**src/rtl/fetch_ctrl.sv**
```systemverilog
// fetch_ctrl -- fetch-stage redirect, stall and flush sequencer.
//
// Turns branch, trap, halt and hazard requests into the fetch-stage control
// strobes, holds the IF/ID flush for a fixed number of cycles after every
// redirect and counts issued redirects.
//
// Ports:
//   clk           in   single clock, rising edge
//   reset         in   asynchronous, active-high reset
//   hazard_stall  in   decode hazard, hold the fetch PC
//   br_req        in   taken branch/jump resolved in execute
//   br_target     in   [31:0] branch destination
//   trap_req      in   exception/interrupt redirect
//   trap_vec      in   [31:0] trap handler address
//   halt_req      in   debug halt request
//   resume_req    in   debug resume request
//   stall         out  fetch-stage stall
//   jmp           out  fetch-stage jump strobe
//   jmp_pc        out  [31:0] fetch-stage jump address (0 when jmp=0)
//   flush_ifid    out  invalidate IF/ID register
//   halted        out  high while halted
//   redirect_cnt  out  [15:0] saturating count of issued redirects
module fetch_ctrl #(
    parameter logic [31:0] BOOT_PC      = 32'h0000_0000,
    parameter int unsigned FLUSH_CYCLES = 2
) (
    input  logic        clk,
    input  logic        reset,
    input  logic        hazard_stall,
    input  logic        br_req,
    input  logic [31:0] br_target,
    input  logic        trap_req,
    input  logic [31:0] trap_vec,
    input  logic        halt_req,
    input  logic        resume_req,
    output logic        stall,
    output logic        jmp,
    output logic [31:0] jmp_pc,
    output logic        flush_ifid,
    output logic        halted,
    output logic [15:0] redirect_cnt
);

    typedef enum logic [1:0] {
        BOOT  = 2'd0,
        RUN   = 2'd1,
        FLUSH = 2'd2,
        HALT  = 2'd3
    } state_t;

    localparam logic [3:0] CNT_LOAD = 4'(FLUSH_CYCLES - 1);

    state_t     state, state_nxt;
    logic [3:0] cnt, cnt_nxt;

    // Redirect targets are halfword aligned: bit 0 is always dropped.
    logic [31:0] trap_pc, br_pc;
    assign trap_pc = {trap_vec[31:1], 1'b0};
    assign br_pc   = {br_target[31:1], 1'b0};

    always_ff @(posedge clk or posedge reset) begin
        if (reset) begin
            state <= BOOT;
            cnt   <= '0;
        end else begin
            state <= state_nxt;
            cnt   <= cnt_nxt;
        end
    end

    always_comb begin
        state_nxt  = state;
        cnt_nxt    = cnt;
        stall      = 1'b0;
        jmp        = 1'b0;
        jmp_pc     = '0;
        flush_ifid = 1'b0;
        case (state)
            BOOT: begin
                jmp        = 1'b1;
                jmp_pc     = BOOT_PC;
                flush_ifid = 1'b1;
                state_nxt  = FLUSH;
                cnt_nxt    = CNT_LOAD;
            end
            RUN: begin
                if (trap_req) begin
                    jmp       = 1'b1;
                    jmp_pc    = trap_pc;
                    state_nxt = FLUSH;
                    cnt_nxt   = CNT_LOAD;
                end else if (br_req) begin
                    jmp       = 1'b1;
                    jmp_pc    = br_pc;
                    state_nxt = FLUSH;
                    cnt_nxt   = CNT_LOAD;
                end else if (halt_req) begin
                    stall     = 1'b1;
                    state_nxt = HALT;
                end else if (hazard_stall) begin
                    stall = 1'b1;
                end
            end
            FLUSH: begin
                flush_ifid = 1'b1;
                // A trap restarts the flush window from the top.
                if (trap_req) begin
                    jmp     = 1'b1;
                    jmp_pc  = trap_pc;
                    cnt_nxt = CNT_LOAD;
                end else if (cnt == 4'd0) begin
                    state_nxt = RUN;
                end else begin
                    cnt_nxt = cnt - 4'd1;
                end
            end
            HALT: begin
                stall = 1'b1;
                if (trap_req) begin
                    jmp       = 1'b1;
                    jmp_pc    = trap_pc;
                    state_nxt = FLUSH;
                    cnt_nxt   = CNT_LOAD;
                end else if (resume_req) begin
                    state_nxt = RUN;
                end
            end
            default: state_nxt = BOOT;
        endcase
    end

    assign halted = (state == HALT);

    // The BOOT jump is not a redirect and is not counted.
    always_ff @(posedge clk or posedge reset) begin
        if (reset) begin
            redirect_cnt <= '0;
        end else if (jmp && (state != BOOT) && (redirect_cnt != '1)) begin
            redirect_cnt <= redirect_cnt + 16'd1;
        end
    end

endmodule

```
**config.mk**
```make
export PLATFORM = sky130hd
export DESIGN_NAME = fetch_ctrl
export DESIGN_NICKNAME = d
export VERILOG_FILES = /design/src/rtl/fetch_ctrl.sv
export SDC_FILE = /design/constraint.sdc
export NUM_CORES = 1
export LEC_CHECK = 0
export ABC_AREA = 0
export CAP_MARGIN = 0
export CORE_MARGIN = 5
export CORE_UTILIZATION = 37
export DETAILED_ROUTE_END_ITERATION = 16
export PLACE_DENSITY = 0.87
export SYNTH_ARGS = -nofsm -noshare
export SYNTH_HDL_FRONTEND = slang
export SYNTH_SLANG_ARGS = --single-unit
```
**constraint.sdc**
```tcl
create_clock -name clk -period 3.7 [get_ports clk]
set_clock_uncertainty 0.1 [all_clocks]
set_input_delay 0.925 -clock clk [delete_from_list [all_inputs] [get_ports clk]]
set_output_delay 0.925 -clock clk [all_outputs]
set_load 0.01 [all_outputs]
```
Word level (Yosys, flattened, before mapping)

Index checks and enable logic that the tools add are counted.

Register bits: 22
Input port bits: 71
Output and inout bits: 52
Word-level logic and storage cells: 53

Add/subtract/negate cells: 2
Eq/ne operators: 11
Mux-type cells: 28
Reductions and logical operators: 9

Operator list:

| kind                                                 | count |
|---|---|
| two-way mux 32 bit                                   | 3 |
| one-hot mux 32 bit (3 select lines)                  | 1 |
| two-way mux 4 bit                                    | 5 |
| adder 16 x 1 -> 16 bit (second input constant)       | 1 |
| != test 16 bit (second input constant)               | 1 |
| one-hot mux 4 bit (4 select lines)                   | 1 |
| two-way mux 2 bit                                    | 7 |
| != test 3 bit (second input constant)                | 3 |
| two-way mux 1 bit                                    | 8 |
| one-hot mux 2 bit (4 select lines)                   | 1 |
| != test 2 bit (second input constant)                | 3 |
| equality test 2 bit (second input constant)          | 2 |
| logical NOT 4 bit                                    | 1 |
| != test 4 bit (second input constant)                | 1 |
| AND reduction 4 bit                                  | 1 |
| OR reduction 2 bit                                   | 2 |
| subtractor 4 x 1 -> 4 bit (second input constant)    | 1 |
| one-hot mux 1 bit (3 select lines)                   | 1 |
| AND reduction 3 bit                                  | 1 |
| equality test 2 x 1 -> 1 bit (second input constant) | 1 |
| logical AND 1 bit                                    | 2 |
| logical NOT 2 bit                                    | 1 |
| one-hot mux 1 bit (2 select lines)                   | 1 |
| nonzero test 2 bit                                   | 1 |

Longest topological paths before layout

Depth in word-level cells: 5
Mapped depth: 7

Least setup slack after synthesis

No wires, ideal clock.

Kind: input to output
Start point: input br_req
End point: output jmp_pc[10]
Data arrival time: 1866 ps
Data required time: 2675 ps
Path slack: 809 ps
Stages on the path: 5
Path buffers: 1
Path through: nor2b_1 > nor2b_1 > buf_2 > a22oi_1 > nor2_1

Longest elaborated chain between the ends: 3

Ends and longest elaborated chain:

| item                                | RTL line | text |
|---|---|---|
| from (decl)                         | 30       | `input logic br_req,` |
| two-way mux 32 bit                  | 92       | `end else if (br_req) begin` |
| two-way mux 32 bit                  | 87       | `if (trap_req) begin` |
| one-hot mux 32 bit (3 select lines) | 78       | `case (state)` |
| to (decl)                           | 38       | `output logic [31:0] jmp_pc,` |

Every way passes these cells.

Worst setup path in the final report

Start point: input trap_req
End point: output stall

Longest elaborated chain between the ends: 2

Ends and longest elaborated chain:

| item                               | RTL line | text |
|---|---|---|
| from (decl)                        | 32       | `input logic trap_req,` |
| two-way mux 1 bit                  | 87       |  |
| one-hot mux 1 bit (2 select lines) | 78       |  |
| to (decl)                          | 36       | `output logic stall,` |

Every way passes these cells.

==> impl_metrics.yaml <==
timing:
  final-hold-violation-count: 0
  finalCritPeriodShare: 0.9644
  final-setup-viol-count: 0
  whs_ps: 420.9
  clock.fmax_ghz: 0.2803
  period_minus_slack_ps: 3568
  rsz0062_at_grt: "false"
  maxSlewHeadroom: 0.4622
  slew_violations: 0
  worst_pin_slew_ps: 805.8
clock_network:
  cts_buffer_depth: 2
  clk_latency_ps: 250
  postCtsSetupRepairBufs: 0
  cts_hold_buffers: 0
  clkSlewWorstSetupHoldPaths_ps: 80
  htree_num_levels: 1
  cts_sinks: 22
  root_buffer: "clkbuf_8"
  cts_buffers: 3
  cts_tree: "done"
worst_setup_path:
  r2r_cells: 6
  cp_data_required_time_ps: 2670
  arrival_ps: 2540
  path_max_fanout: 42
  cp-start-kind: "input pin"
  criticalPathCategory: "in2out"
  cp-end-kind: "primary output"
synth:
  syn_area_per_cell_sq_um: 8.567
  synthCells: 190
  synth_warnings: 0
  async_flop_share: 1.000
  ys_top_cells_by_area: "dfrtp_1, a22oi_1, nor2_1"
  postSynthRegisterBits: 22
  synthesis.area_sq_um: 1628
  ys_seq_area_frac: 0.3382
  netlist.top_cell.by_area: "dfrtp_1"
  synth_top_area_frac: 0.3382
  synth_edf_count: 0
  synth.distinct_cells: 42
  ys.flop_type: "dfrtp_1"
  syn_nets: 264
finish:
  fin_nets: 381
  final_util: 0.6762
  layout-drive-gt1-share: 0.08497
  n_fill_cell: 360
  num_antenna_cells: 0
  stdcell_count: 358
  syn_to_final_growth_pct: 79.63
  design_area_sq_um: 2924
hold_path:
  hold_class: "reg2reg"
  holdPathStages: 1
global_routing:
  antenna_found_initial: 0
  grt_remaining_overflow: 0
  grt_max_degree: 43
  grt_pass1_wl_um: 9453
  track_usage: 0.1915
  grt_pass1_vias: 1839
detailed_routing:
  first_pass_iters: 4
  ant_nets: 0
  wl_per_cell_um: 16.08
  avgViaCountPerCell: 5.352
  drc_errors: 0
  num_vias: 1916
  drt_iter0_drc: 64
  finalWirelength_um: 5756
place:
  placed_area_sq_um: 2900
  gp_congestion: 0.8020
  port-buffer-count: 119
  hpwlAfterDp_um: 4565
  dp_cells: 354
status:
  outcome: "finished, final reports clean"
floorplan:
  die_w_um: 76.33
  initial_core_util: 0.3764
  die_height_um: 76.33
  rows: 24
  io_pins: 123
  dieArea_sq_um: 5826
  core_area_sq_um: 4324
power:
  power.density_nw_per_um2: 415.1
  ir_drop_mv: 0.4902
  power_leakage_uw: 0.001328
flow_run:
  maxCapViolCount: 0
==> worst paths after layout <==
path	slack [ps]	startpoint	endpoint
max in group asynchronous	1980	reset	redirect_cnt[7]
min in group asynchronous	1020	reset	redirect_cnt[15]
min	420	redirect_cnt[0]	redirect_cnt[0]
max	130	trap_req	stall
max reg2reg	1780	cnt[0]	cnt[3]
min reg2reg	420	redirect_cnt[0]	redirect_cnt[0]
==> sequential cells by signal, summed over array words and instances (netlist names) <==
signal / cells
state: 2
cnt: 4
redirect_cnt: 16
==> synth_stat cells, types with 3 or more instances <==
master and number:
or3_1 3, o21ai_0 4, nor2_1 38, nor4b_1 4
mux2_2 3, ha_1 3, inv_1 7, a21oi_1 3
buf_2 5, nand2_1 7, xor2_1 11, dfrtp_1 22
nor3_1 7, clkbuf_1 7, nor2b_1 3, a22oi_1 31
==> repair_timing <==
action	4_1_cts	5_1_grt
endpoints found under the hold margin	0	0
gates resized for setup	33	0
endpoints found under the setup margin	31	0
==> area by class of cell <==
cell class,instances,area [sq um],area share
clock buffer,4,55.05,0.01883
inverter,7,26.28,0.008986
multi-input combinational,148,1005,0.3436
sequential,22,550.5,0.1883
tap,52,65.06,0.02225
timing repair buffer,125,1222,0.4181
==> power by group <==
group | internal [uW] | switching (uW) | leakage, uW | total (uW)
registers | 298 | 84.9 | 0.000280 | 383
logic | 352 | 311 | 0.00102 | 664
clock network | 94.6 | 72.3 | 0.0000288 | 167
==> cell families (layout without fill, tap and decap cells) <==
logic type               after synthesis  in the layout  synth area share
adder cells (fa/ha/maj)                3              3           0.02306
AND/OR/NAND/NOR                       83             83            0.2859
XOR/XNOR                              12             12           0.06457
AO/OA/AOI/OAI                         46             46            0.2129
buffers and inverters                 20            136           0.05227
flip-flops                            22             22            0.3382
multiplexers                           3              3           0.02075
other                                  1              1          0.002304
==> critical path, stage by stage <==
cell	delay, ps
clkdlybuf4s50_1	500
buf_12	220
nor3_1	180
nor2_1	60
nor2_1	90
clkdlybuf4s50_1	550
==> metrics by stage <==
stage | setup slack [ps] | power, uW | TNS (ps)
3_5_place_dp | -152.0 | 1095 | -2621
5_1_grt | 63.77 | 1300 | 0
2_1_floorplan | 809.0 | 710.2 | 0
3_3_place_gp | -96.33 | 1075 | -1983
6_report | 131.8 | 1214 | 0
4_1_cts | 105.7 | 1226 | 0
==> routing by layer <==
layer  GRT usage  vias up  wire length, um
li1            -      920                -
met1      0.2341      904             2391
met2      0.3433       82             2961
met3     0.03428       10              325
met4     0.04895        0               78
met5           0        -                0
==> cell usage in the layout (no fill, tap or decap), types with 2 or more instances in the layout <==
| cell | count |
|---|---|
| clkdlybuf4s50_1 | 88 |
| nor2_1 | 37 |
| a22oi_1 | 31 |
| dlygate4sd2_1 | 31 |
| dfrtp_1 | 22 |
| xor2_1 | 11 |
| nand2_1 | 7 |
| inv_1 | 7 |
| nor3_1 | 7 |
| nor4b_1 | 4 |
| o21ai_0 | 4 |
| clkbuf_8 | 4 |
| buf_4 | 4 |
| a21oi_1 | 3 |
| mux2_2 | 3 |
| or3_1 | 3 |
| ha_1 | 3 |
| nand2b_1 | 2 |
| nand4_1 | 2 |
| nand4_2 | 2 |
| nand3_1 | 2 |
| nor3b_1 | 2 |
| nor4_2 | 2 |
| buf_12 | 2 |
(Power assumes the default switching activity.)
